**src/rtl/pp_pipeline_accel_div_seq_22s_11ns_22.sv**
```systemverilog
// Sequential radix-2 restoring divider: signed dividend / unsigned divisor.
// Produces one quotient bit per enabled cycle. Valid/ready on both sides, plus a ce stall.
module pp_pipeline_accel_div_seq_22s_11ns_22 #(
    parameter int unsigned DIVIDEND_WIDTH = 22,
    parameter int unsigned DIVISOR_WIDTH  = 11,
    parameter int unsigned REM_WIDTH      = 12
) (
    input  logic                      clk,
    input  logic                      reset,
    input  logic                      ce,
    input  logic                      in_vld,
    output logic                      in_rdy,
    input  logic [DIVIDEND_WIDTH-1:0] dividend,
    input  logic [DIVISOR_WIDTH-1:0]  divisor,
    output logic                      out_vld,
    input  logic                      out_rdy,
    output logic [DIVIDEND_WIDTH-1:0] quotient,
    output logic [REM_WIDTH-1:0]      remainder,
    output logic                      div_by_zero
);

    localparam int unsigned CntW = $clog2(DIVIDEND_WIDTH);

    typedef enum logic [1:0] {StIdle, StCalc, StDone} state_e;

    state_e                    state_q, state_d;
    logic [CntW-1:0]           cnt_q;
    logic [DIVIDEND_WIDTH-1:0] mag_q;      // dividend magnitude, refilled with quotient bits
    logic [DIVISOR_WIDTH-1:0]  dvsr_q;
    logic [DIVISOR_WIDTH-1:0]  part_rem_q;
    logic                      sign_q;

    logic [REM_WIDTH-1:0]      shifted;
    logic [REM_WIDTH:0]        trial;
    logic                      qbit;
    logic [REM_WIDTH-1:0]      rem_next;
    logic [DIVIDEND_WIDTH-1:0] mag_next;
    logic [DIVIDEND_WIDTH-1:0] quot_final;
    logic [REM_WIDTH-1:0]      rem_final;
    logic                      dbz;
    logic [DIVIDEND_WIDTH-1:0] dividend_abs;

    // State register
    always_ff @(posedge clk) begin
        if (reset) begin
            state_q <= StIdle;
        end else if (ce) begin
            state_q <= state_d;
        end
    end

    // Next-state logic
    always_comb begin
        state_d = state_q;
        case (state_q)
            StIdle:  if (in_vld) state_d = StCalc;
            StCalc:  if (cnt_q == '0) state_d = StDone;
            StDone:  if (out_rdy) state_d = StIdle;
            default: state_d = StIdle;
        endcase
    end

    // Output logic
    always_comb begin
        in_rdy  = (state_q == StIdle);
        out_vld = (state_q == StDone);
    end

    // One restoring step: shift in next magnitude bit, trial-subtract the divisor
    always_comb begin
        shifted  = {part_rem_q, mag_q[DIVIDEND_WIDTH-1]};
        trial    = {1'b0, shifted} - {2'b00, dvsr_q};
        qbit     = ~trial[REM_WIDTH];
        rem_next = qbit ? trial[REM_WIDTH-1:0] : shifted;
        mag_next = {mag_q[DIVIDEND_WIDTH-2:0], qbit};
        dbz      = (dvsr_q == '0);
        dividend_abs = dividend[DIVIDEND_WIDTH-1] ? (~dividend + 1'b1) : dividend;

        if (dbz) begin
            quot_final = sign_q ? {1'b1, {(DIVIDEND_WIDTH-1){1'b0}}}
                                : {1'b0, {(DIVIDEND_WIDTH-1){1'b1}}};
            rem_final  = '0;
        end else begin
            quot_final = sign_q ? (~mag_next + 1'b1) : mag_next;
            rem_final  = sign_q ? (~rem_next + 1'b1) : rem_next;
        end
    end

    // Datapath registers
    always_ff @(posedge clk) begin
        if (reset) begin
            cnt_q       <= '0;
            mag_q       <= '0;
            dvsr_q      <= '0;
            part_rem_q  <= '0;
            sign_q      <= 1'b0;
            quotient    <= '0;
            remainder   <= '0;
            div_by_zero <= 1'b0;
        end else if (ce) begin
            case (state_q)
                StIdle: begin
                    if (in_vld) begin
                        mag_q      <= dividend_abs;
                        dvsr_q     <= divisor;
                        sign_q     <= dividend[DIVIDEND_WIDTH-1];
                        part_rem_q <= '0;
                        cnt_q      <= CntW'(DIVIDEND_WIDTH - 1);
                    end
                end
                StCalc: begin
                    mag_q      <= mag_next;
                    part_rem_q <= rem_next[DIVISOR_WIDTH-1:0];
                    cnt_q      <= cnt_q - 1'b1;
                    if (cnt_q == '0) begin
                        quotient    <= quot_final;
                        remainder   <= rem_final;
                        div_by_zero <= dbz;
                    end
                end
                default: ;
            endcase
        end
    end

endmodule
```
**config.mk**
```make
export PLATFORM = sky130hd
export DESIGN_NAME = pp_pipeline_accel_div_seq_22s_11ns_22
export DESIGN_NICKNAME = d
export VERILOG_FILES = /design/src/rtl/pp_pipeline_accel_div_seq_22s_11ns_22.sv
export SDC_FILE = /design/constraint.sdc
export NUM_CORES = 1
export LEC_CHECK = 0
export CORE_MARGIN = 5
export CORE_UTILIZATION = 60
export CTS_CLUSTER_DIAMETER = 40
export CTS_CLUSTER_SIZE = 24
export DETAILED_ROUTE_END_ITERATION = 12
export HOLD_SLACK_MARGIN = 0.06
export PLACE_DENSITY = 0.86
export RECOVER_POWER = 50
export SYNTH_ARGS = -nofsm -noshare
export SYNTH_HDL_FRONTEND = slang
export SYNTH_SLANG_ARGS = --single-unit
```
**constraint.sdc**
```tcl
create_clock -name clk -period 6.15 [get_ports clk]
set_input_delay 0.9225 -clock clk [delete_from_list [all_inputs] [get_ports clk]]
set_output_delay 0.9225 -clock clk [all_outputs]
set_load 0.1 [all_outputs]
```
=== Word-level counts from Yosys, hierarchy flattened ===
Cells that the tools add are included.

* Equal/unequal tests: 5
* Multiplexer cells: 17
* Reduce and logical (&&, ||, !) cells: 8
* Bitwise logic cells: 4
* Add/subtract/negate cells: 5

{| class="wikitable"
|+ Operators by type and width
! cell !! count
|-
| 2-to-1 mux 22 bit || 5
|-
| adder 22 x 1 -> 22 bit, second input constant || 2
|-
| inverter 22 bit || 2
|-
| one-hot mux 22 bit (2 select lines) || 1
|-
| 2-to-1 mux 12 bit || 3
|-
| one-hot mux 11 bit (2 select lines) || 1
|-
| subtractor 12 x 11 -> 13 bit || 1
|-
| adder 12 x 1 -> 12 bit, second input constant || 1
|-
| inverter 12 bit || 1
|-
| logical NOT 11 bit || 1
|-
| 2-to-1 mux 11 bit || 1
|-
| one-hot mux 5 bit (2 select lines) || 1
|-
| AND reduction 3 bit || 3
|-
| 2-to-1 mux 2 bit || 3
|-
| one-hot mux 2 bit (3 select lines) || 1
|-
| logical NOT 5 bit || 1
|-
| 2-to-1 mux 5 bit || 1
|-
| subtractor 5 x 1 -> 5 bit, second input constant || 1
|-
| inequality test 2 bit, second input constant || 2
|-
| AND reduction 4 bit || 1
|-
| equality test 2 x 1 -> 1 bit, second input constant || 1
|-
| equality test 2 bit, second input constant || 1
|-
| logical NOT 2 bit || 1
|-
| inequality test 2 x 1 -> 1 bit, second input constant || 1
|-
| 2 further kinds || 2
|}

* Register bits after elaboration: 87
* Word-level logic and storage cells: 48
* Input port bits: 38

=== Logic depth before layout (Yosys ltp) ===
Gate-level depths: netlist of the first run.

* Word-level depth: 6
* Gate-level depth with buffers: 17

=== Worst setup path after synthesis of the first run ===
Ideal clock, no wire load.

* Path kind: register -> register
* Start: register dvsr_q[7]
* End: register quotient[18]
* Period minus slack after synthesis: 3824 ps
* Setup slack: 2326 ps
* Stages on the path, launching flop included: 16
* Data arrival time: 3705 ps
* Path buffers: 1
* Path through: dfxtp_1 inv_1 ha_1 a2111o_1 o211ai_1 nand2_1 buf_2 inv_2 ha_1 nand2b_1 or4_4 or3_4 nor3_2 mux2i_1 o22ai_2 a22o_1

* Word-level cells in the longest chain between the ends: 6
* Elaborated cells on any way between the ends: 7

{| class="wikitable"
|+ Ends and longest elaborated chain
! what !! RTL line !! RTL
|-
| start: declaration || 29 || <nowiki>logic [DIVISOR_WIDTH-1:0] dvsr_q;</nowiki>
|-
| start signal: assignment || 105 || <nowiki>dvsr_q <= divisor;</nowiki>
|-
| subtractor 12 x 11 -> 13 bit || 72 || <nowiki>trial = {1'b0, shifted} - {2'b00, dvsr_q};</nowiki>
|-
| inverter 1 bit || 73 || <nowiki>qbit = ~trial[REM_WIDTH];</nowiki>
|-
| inverter 22 bit || 84 || <nowiki>quot_final = sign_q ? (~mag_next + 1'b1) : mag_next;</nowiki>
|-
| adder 22 x 1 -> 22 bit || 84 ||
|-
| 2-to-1 mux 22 bit || 84 ||
|-
| 2-to-1 mux 22 bit (*) || 79 || <nowiki>if (dbz) begin</nowiki>
|-
| end signal: assignment || 116 || <nowiki>quotient <= quot_final;</nowiki>
|-
| end: declaration || 17 || <nowiki>output logic [DIVIDEND_WIDTH-1:0] quotient,</nowiki>
|}

Every way passes the cells marked *; elsewhere a longest branch is shown, timed or not.
A chain may end at the register's enable or synchronous reset.

=== Final worst setup path of the first run ===
Same ends and word-level chain as after synthesis.

==> results of run 1 <==
## placed cells by master (no fill, tap or decap), types with 3 or more instances in the layout
cell and instances:
a2111o_1 3, a2111oi_0 4, a211oi_1 24, a21o_1 4, a21oi_1 90, a22o_1 4
a22oi_1 8, a31oi_1 7, and3_1 7, buf_4 3, bufinv_16 3, clkbuf_1 3
clkbuf_8 9, clkdlybuf4s50_1 35, dfxtp_1 87, dlygate4sd3_1 38, ha_1 16, inv_1 27
mux2i_1 4, nand2_1 89, nand2b_1 4, nand3_1 6, nor2_1 99, nor2b_1 7
nor3_1 31, nor4_1 10, o211ai_1 10, o21ai_0 34, o221ai_1 6, o31ai_1 9
o32ai_1 3, o41ai_1 6, or3_1 7, or4_1 9, xnor2_1 15, xor2_1 20
## power by group
| group | switching [mW] | total [mW] | internal [mW] |
|---|---|---|---|
| registers | 0.0524 | 0.655 | 0.603 |
| logic | 0.544 | 0.816 | 0.272 |
| clock network | 0.213 | 0.483 | 0.270 |
## worst min-delay path, delay by kind of cell (launching register included)
kind             cells  cell delay [ns]
AND/OR/NAND/NOR      1             0.05
AO/OA/AOI/OAI        1             0.05
flip-flops           1             0.31
## kinds of logic (layout without fill, tap and decap cells)
| logic type | Yosys count | after routing | synth area share [%] |
|---|---|---|---|
| AOI/OAI and AO/OA | 227 | 227 | 26.75 |
| xor gates and xnor gates | 35 | 35 | 5.649 |
| adders and majority gates | 17 | 17 | 4.058 |
| buffers and inverters | 76 | 122 | 5.557 |
| DFF | 87 | 87 | 32.10 |
| muxes | 6 | 6 | 1.153 |
| and+or+nand+nor | 287 | 287 | 24.74 |
## cell usage after synthesis, types with 8 or more instances
| cell | count | area (um^2) |
|---|---|---|
| nor2_1 | 99 | 371.6 |
| a21oi_1 | 90 | 450.4 |
| nand2_1 | 89 | 334.1 |
| dfxtp_1 | 87 | 1742 |
| clkbuf_1 | 40 | 150.1 |
| o21ai_0 | 34 | 170.2 |
| nor3_1 | 31 | 155.2 |
| inv_1 | 27 | 101.4 |
| a211oi_1 | 24 | 180.2 |
| xor2_1 | 20 | 175.2 |
| ha_1 | 16 | 200.2 |
| xnor2_1 | 15 | 131.4 |
| nor4_1 | 10 | 62.56 |
| o211ai_1 | 10 | 75.07 |
| o31ai_1 | 9 | 67.56 |
| or4_1 | 9 | 67.56 |
| a22oi_1 | 8 | 60.06 |
## registers in the layout (all words and copies together) (netlist names)
signal / cells
remainder: 12
dvsr_q: 11
cnt_q: 5
state_q: 2
mag_q: 22
sign_q: 1
div_by_zero: 1
quotient: 22
part_rem_q: 11
## per-layer routing
layer | vias up | track usage [%] | wire (um)
met4 | 0 | 7.397 | 245
met2 | 280 | 40.87 | 6868
met1 | 2648 | 38.66 | 6835
met5 | - | 0 | 0
li1 | 2739 | - | -
met3 | 29 | 5.055 | 1317
## area by class of cell
class,instances,area [um^2],area share [%]
well taps,108,135.1,2.123
clock inverters,5,106.4,1.671
inverters,28,105.1,1.651
repair buffers,79,765.7,12.03
clock buffers,10,127.6,2.005
flip-flops and latches,87,1742,27.36
multi-input cells,572,3383,53.16
## worst max path at each step
stage / endpoint / cells past startpoint
final: quotient[18]$_SDFFE_PP0P_ / 14
after global routing: quotient[18]$_SDFFE_PP0P_ / 14
after CTS: quotient[18]$_SDFFE_PP0P_ / 14
after detailed placement: quotient[18]$_SDFFE_PP0P_ / 14
after global placement: quotient[18]$_SDFFE_PP0P_ / 14
after floorplan: quotient[18]$_SDFFE_PP0P_ / 15
==> impl_metrics.py, run 1 <==
metrics = {
    "pwr": {
        "p_leak_nw": 2.491,
        "power.density_nw_per_um2": 307.2,
        "vdd_drop_max_uv": 252.5,
        "power.total_mw": 1.955,
    },
    "clock_tree": {
        "post_cts_buffers": 0,
        "clockBufferDepth": 2,
        "hold_buffers": 0,
        "cts.clk_slew.worst_paths_ns": 0.09,
        "clk_latency_ns": 0.37,
        "numCtsBuffers": 9,
        "htree_levels": 3,
        "cts_tree": "yes",
        "cts-resized-gates": 0,
        "cts_sinks": 87,
        "cts_root_buffer": "clkbuf_8",
    },
    "floorplan": {
        "initial_utilization_pct": 61.92,
        "die_area_um2": 11050,
        "die_width_um": 105.1,
        "io_pins": 75,
        "rows": 34,
        "die-height_um": 105.1,
        "core_area_um2": 8763,
    },
    "place": {
        "gp_congestion": 0.9294,
        "place_inst": 874,
        "dp_hpwl_um": 10990,
        "place_ws_ns": 1.754,
        "portBuffers": 74,
        "dpl_cell_area_um2": 6141,
    },
    "yosys": {
        "yosys_warnings": 0,
        "ys_seq_area_share_pct": 32.10,
        "synth_cells": 735,
        "synth_area_um2": 5426,
        "synthFlopType": "dfxtp_1",
        "synth_edf_count": 0,
        "yosysUniqueCellTypes": 65,
        "yosys_register_bits": 87,
        "async_reset_ff_share_pct": 0,
        "syn-num-nets": 790,
        "syn_avg_cell_area_um2": 7.383,
    },
    "grt": {
        "grt_pass1_vias": 5123,
        "grt.overflow.total": 0,
        "antenna_found_initial": 0,
        "grt_pass1_wl_um": 24870,
        "grtUsageTotal_pct": 26.78,
        "grt_max_degree": 82,
    },
    "drt": {
        "via_per_inst": 6.407,
        "drc": 0,
        "vias": 5696,
        "wl_per_cell_um": 17.17,
        "first_iter_violations": 380,
        "drt_pass1_iterations": 7,
        "antenna_left": 0,
        "drt_wl_total_um": 15270,
    },
    "timing": {
        "setup_viol": 0,
        "slew_headroom_pct": 5.984,
        "tightest_slew_ns": 1.410,
        "whs_ns": 0.4482,
        "worst_slack_ns": 1.628,
        "slew_violations": 0,
        "layout_min_cycle_time_ns": 4.522,
        "finalCritPeriodShare_pct": 73.54,
        "finalHoldViolations": 0,
        "skew_ns": 0.007694,
        "fin_tns_setup_ns": 0,
        "fmax_mhz": 221.1,
        "rsz0062_at_grt": "no",
    },
    "worst_setup_path": {
        "crit_path_end_kind": "register",
        "r2r-end": "quotient[18]$_SDFFE_PP0P_",
        "cp_slowest_cell": "o211ai_1",
        "r2r_slack_ns": 1.63,
        "crit_fanout": 12,
        "rr_worst_depth": 14,
        "cp_cell_sequence": "inv_1 -> ha_1 -> a2111o_1 -> o211ai_1 -> nand2_1 -> inv_2 -> ha_1 -> nand2b_1 -> or4_4 -> or3_4 -> nor3_2 -> mux2i_1 -> o22ai_2 -> a22o_1",
        "worst-path-buf-inv": 2,
        "crit_start": "dvsr_q[7]$_SDFFE_PP0P_",
        "required_ns": 6.41,
        "crit_arrival_ns": 4.78,
        "r2r_start": "dvsr_q[7]$_SDFFE_PP0P_",
        "critPathLaunchType": "register",
        "cp_common_cell": "ha_1",
        "crit_type": "register to register",
        "cpPeakStageDelay_ns": 0.51,
        "cp_top_family": "simple AND/OR/NAND/NOR gates",
    },
    "status": {
        "outcome": "completed",
    },
    "finish": {
        "fillerInstances": 692,
        "final_cells": 889,
        "diodes": 0,
        "fin_nets": 832,
        "finish.utilization_pct": 72.63,
        "area_growth_pct": 17.29,
        "drive_above_1_share_pct": 4.097,
        "design_area_um2": 6365,
    },
    "min_path": {
        "hold_path_class": "register to register",
        "holdPathEnd": "quotient[0]$_SDFFE_PP0P_",
        "min_path_cells": 2,
        "min_from": "quotient[0]$_SDFFE_PP0P_",
    },
    "run": {
        "maxCapViolCount": 0,
    },
}
(Power assumes the default switching activity.)
==> inputs of run 2 (changes only) <==
--- a/config.mk
+++ b/config.mk
@@ -6,12 +6,12 @@
 export NUM_CORES = 1
 export LEC_CHECK = 0
 export CORE_MARGIN = 5
-export CORE_UTILIZATION = 60
+export CORE_UTILIZATION = 56
 export CTS_CLUSTER_DIAMETER = 40
 export CTS_CLUSTER_SIZE = 24
 export DETAILED_ROUTE_END_ITERATION = 12
 export HOLD_SLACK_MARGIN = 0.06
-export PLACE_DENSITY = 0.86
+export PLACE_DENSITY = 0.81
 export RECOVER_POWER = 50
 export SYNTH_ARGS = -nofsm -noshare
 export SYNTH_HDL_FRONTEND = slang
==> constraint.sdc (replaced) <==
create_clock -name clk -period 4.25 [get_ports clk]
set_input_delay 0.6375 -clock clk [delete_from_list [all_inputs] [get_ports clk]]
set_output_delay 0.6375 -clock clk [all_outputs]
set_load 0.1 [all_outputs]
==> run 2 against run 1 <==
  * The flow now finishes with violations (max-capacitance violations, max-slew violations)
  * Global-route usage down 0.73 points
  * Via count decreased by 0.95%
  * Flip-flop and latch count unchanged
  * Fmax rose by 17%
  * Sequential power rose by 44%
  * Wire length down 1.4%
  * Hold slack improved by 0.0070 ns
  * Register-to-register slack worse by 1.2 ns
  * Largest power group unchanged
==> impl_metrics.py, run 2 (same netlist as run 1, synthesis figures left out) <==
metrics = {
    "status": {
        "outcome": "finished with violations",
        "violations": "max-capacitance violations, max-slew violations",
    },
    "worst_setup_path": {
        "worst-path-buf-inv": 2,
        "crit_fanout": 9,
        "cp_slowest_cell": "or4_4",
        "crit_path_end_kind": "register",
        "cp_common_cell": "ha_1",
        "cp_top_family": "simple AND/OR/NAND/NOR gates",
        "required_ns": 4.51,
        "cpPeakStageDelay_ns": 0.47,
        "crit_type": "register to register",
        "cp_cell_sequence": "inv_1 -> ha_1 -> a2111o_1 -> o211ai_1 -> nand2_1 -> inv_2 -> ha_1 -> nand2b_1 -> or4_4 -> or3_4 -> nor3_2 -> mux2i_1 -> o22ai_2 -> a22o_1",
        "critPathLaunchType": "register",
        "crit_arrival_ns": 4.12,
    },
    "timing": {
        "layout_min_cycle_time_ns": 3.862,
        "slew_violations": 52,
        "tightest_slew_ns": 2.135,
        "setup_viol": 0,
        "finalHoldViolations": 0,
        "rsz0062_at_grt": "no",
        "fin_tns_setup_ns": 0,
        "slew_headroom_pct": -42.32,
        "finalCritPeriodShare_pct": 90.86,
        "fmax_mhz": 259.0,
        "skew_ns": 0.01496,
    },
    "floorplan": {
        "io_pins": 75,
        "core_area_um2": 9594,
        "die_area_um2": 11760,
        "die-height_um": 108.4,
        "rows": 36,
        "initial_utilization_pct": 56.56,
        "die_width_um": 108.4,
    },
    "pwr": {
        "vdd_drop_max_uv": 331.4,
        "power.density_nw_per_um2": 429.3,
        "p_leak_nw": 2.501,
    },
    "clock_tree": {
        "hold_buffers": 0,
        "cts_tree": "yes",
        "clk_latency_ns": 0.36,
        "numCtsBuffers": 9,
        "post_cts_buffers": 0,
        "cts_root_buffer": "clkbuf_8",
        "clockBufferDepth": 2,
        "cts.clk_slew.worst_paths_ns": 0.10,
        "cts-resized-gates": 0,
        "cts_sinks": 87,
        "htree_levels": 3,
    },
    "drt": {
        "vias": 5642,
        "antenna_left": 0,
        "drc": 0,
        "first_iter_violations": 455,
        "via_per_inst": 6.119,
        "drt_wl_total_um": 15060,
        "drt_pass1_iterations": 6,
        "wl_per_cell_um": 16.33,
    },
    "finish": {
        "fin_nets": 839,
        "diodes": 0,
        "layout_commonest_cell": "nor2_1",
        "design_area_um2": 6416,
        "area_growth_pct": 18.24,
        "drive_above_1_share_pct": 5.070,
        "top_regs": "mag_q (22), quotient (22), remainder (12)",
        "fillerInstances": 873,
        "final_cell_mix": "nor2_1 (99), a21oi_1 (90), nand2_1 (89), dfxtp_1 (87), clkdlybuf4s50_1 (38)",
    },
    "grt": {
        "antenna_found_initial": 0,
        "grt_max_degree": 81,
        "grt.overflow.total": 0,
        "grtUsageTotal_pct": 26.06,
        "grt_pass1_wl_um": 24770,
        "grt_pass1_vias": 5047,
    },
    "run": {
        "maxCapViolCount": 1,
    },
    "place": {
        "portBuffers": 74,
        "dpl_cell_area_um2": 6225,
        "dp_hpwl_um": 11140,
        "gp_congestion": 0.9427,
    },
    "min_path": {
        "hold_path_class": "register to register",
    },
}
[run 2: worst paths after layout]
| check | startpoint | to | slack (ns) | cells past startpoint |
|---|---|---|---|---|
| hold reg to reg | quotient[3]$_SDFFE_PP0P_ | quotient[3]$_SDFFE_PP0P_ | 0.46 | 2 |
| hold / removal | quotient[3]$_SDFFE_PP0P_ | quotient[3]$_SDFFE_PP0P_ | 0.46 | 2 |
| setup / recovery | dvsr_q[7]$_SDFFE_PP0P_ | quotient[18]$_SDFFE_PP0P_ | 0.39 | 14 |
| setup reg to reg | dvsr_q[7]$_SDFFE_PP0P_ | quotient[18]$_SDFFE_PP0P_ | 0.39 | 14 |
[run 2: worst reg2reg max path: cells and delay by family, from the launching register on]
family          cells  cell delay [ns]
fa+ha+maj           2             0.56
flops               1             0.36
buf+inv             2             0.18
compound gates      4             1.01
mux                 1             0.25
simple gates        5             1.37
[run 2: through the flow]
stage               utilization [%]  total power [mW]  hold WS, ns  std cells  setup WS, ns
global route                  66.88             2.920       0.4790        922        0.1826
detailed placement            64.88             2.150       0.4492        906        0.4864
CTS                           67.02             2.749       0.4628        922        0.4023
finish                        66.88             2.755       0.4552        922        0.3883
floorplan                         -             1.838       0.4490        735        0.4264
global placement              64.88             2.124       0.4367        906        0.5555
[run 2: cell type report]
type	instances	area, um^2	share of cell area [%]
Clock buffer	10	137.6	2.145
Sequential cell	87	1742	27.15
Tap cell	133	166.4	2.594
Multi-Input combinational cell	572	3383	52.73
Inverter	28	105.1	1.638
Clock inverter	6	67.56	1.053
Timing Repair Buffer	86	814.5	12.70
[run 2: power by group]
group | switching (mW) | leakage, nW | internal (mW)
Combinational | 0.790 | 1.69 | 0.421
Sequential | 0.0736 | 0.707 | 0.873
Clock | 0.307 | 0.104 | 0.291
Total | 1.17 | 2.50 | 1.58
[run 2: metal layers]
metal	global-route usage, %	up-vias	share of wire (%)
met4	7.304	0	2.1
met2	40.34	254	45
met3	5.194	32	8.6
met5	0	-	0
met1	36.89	2605	44
li1	-	2751	-
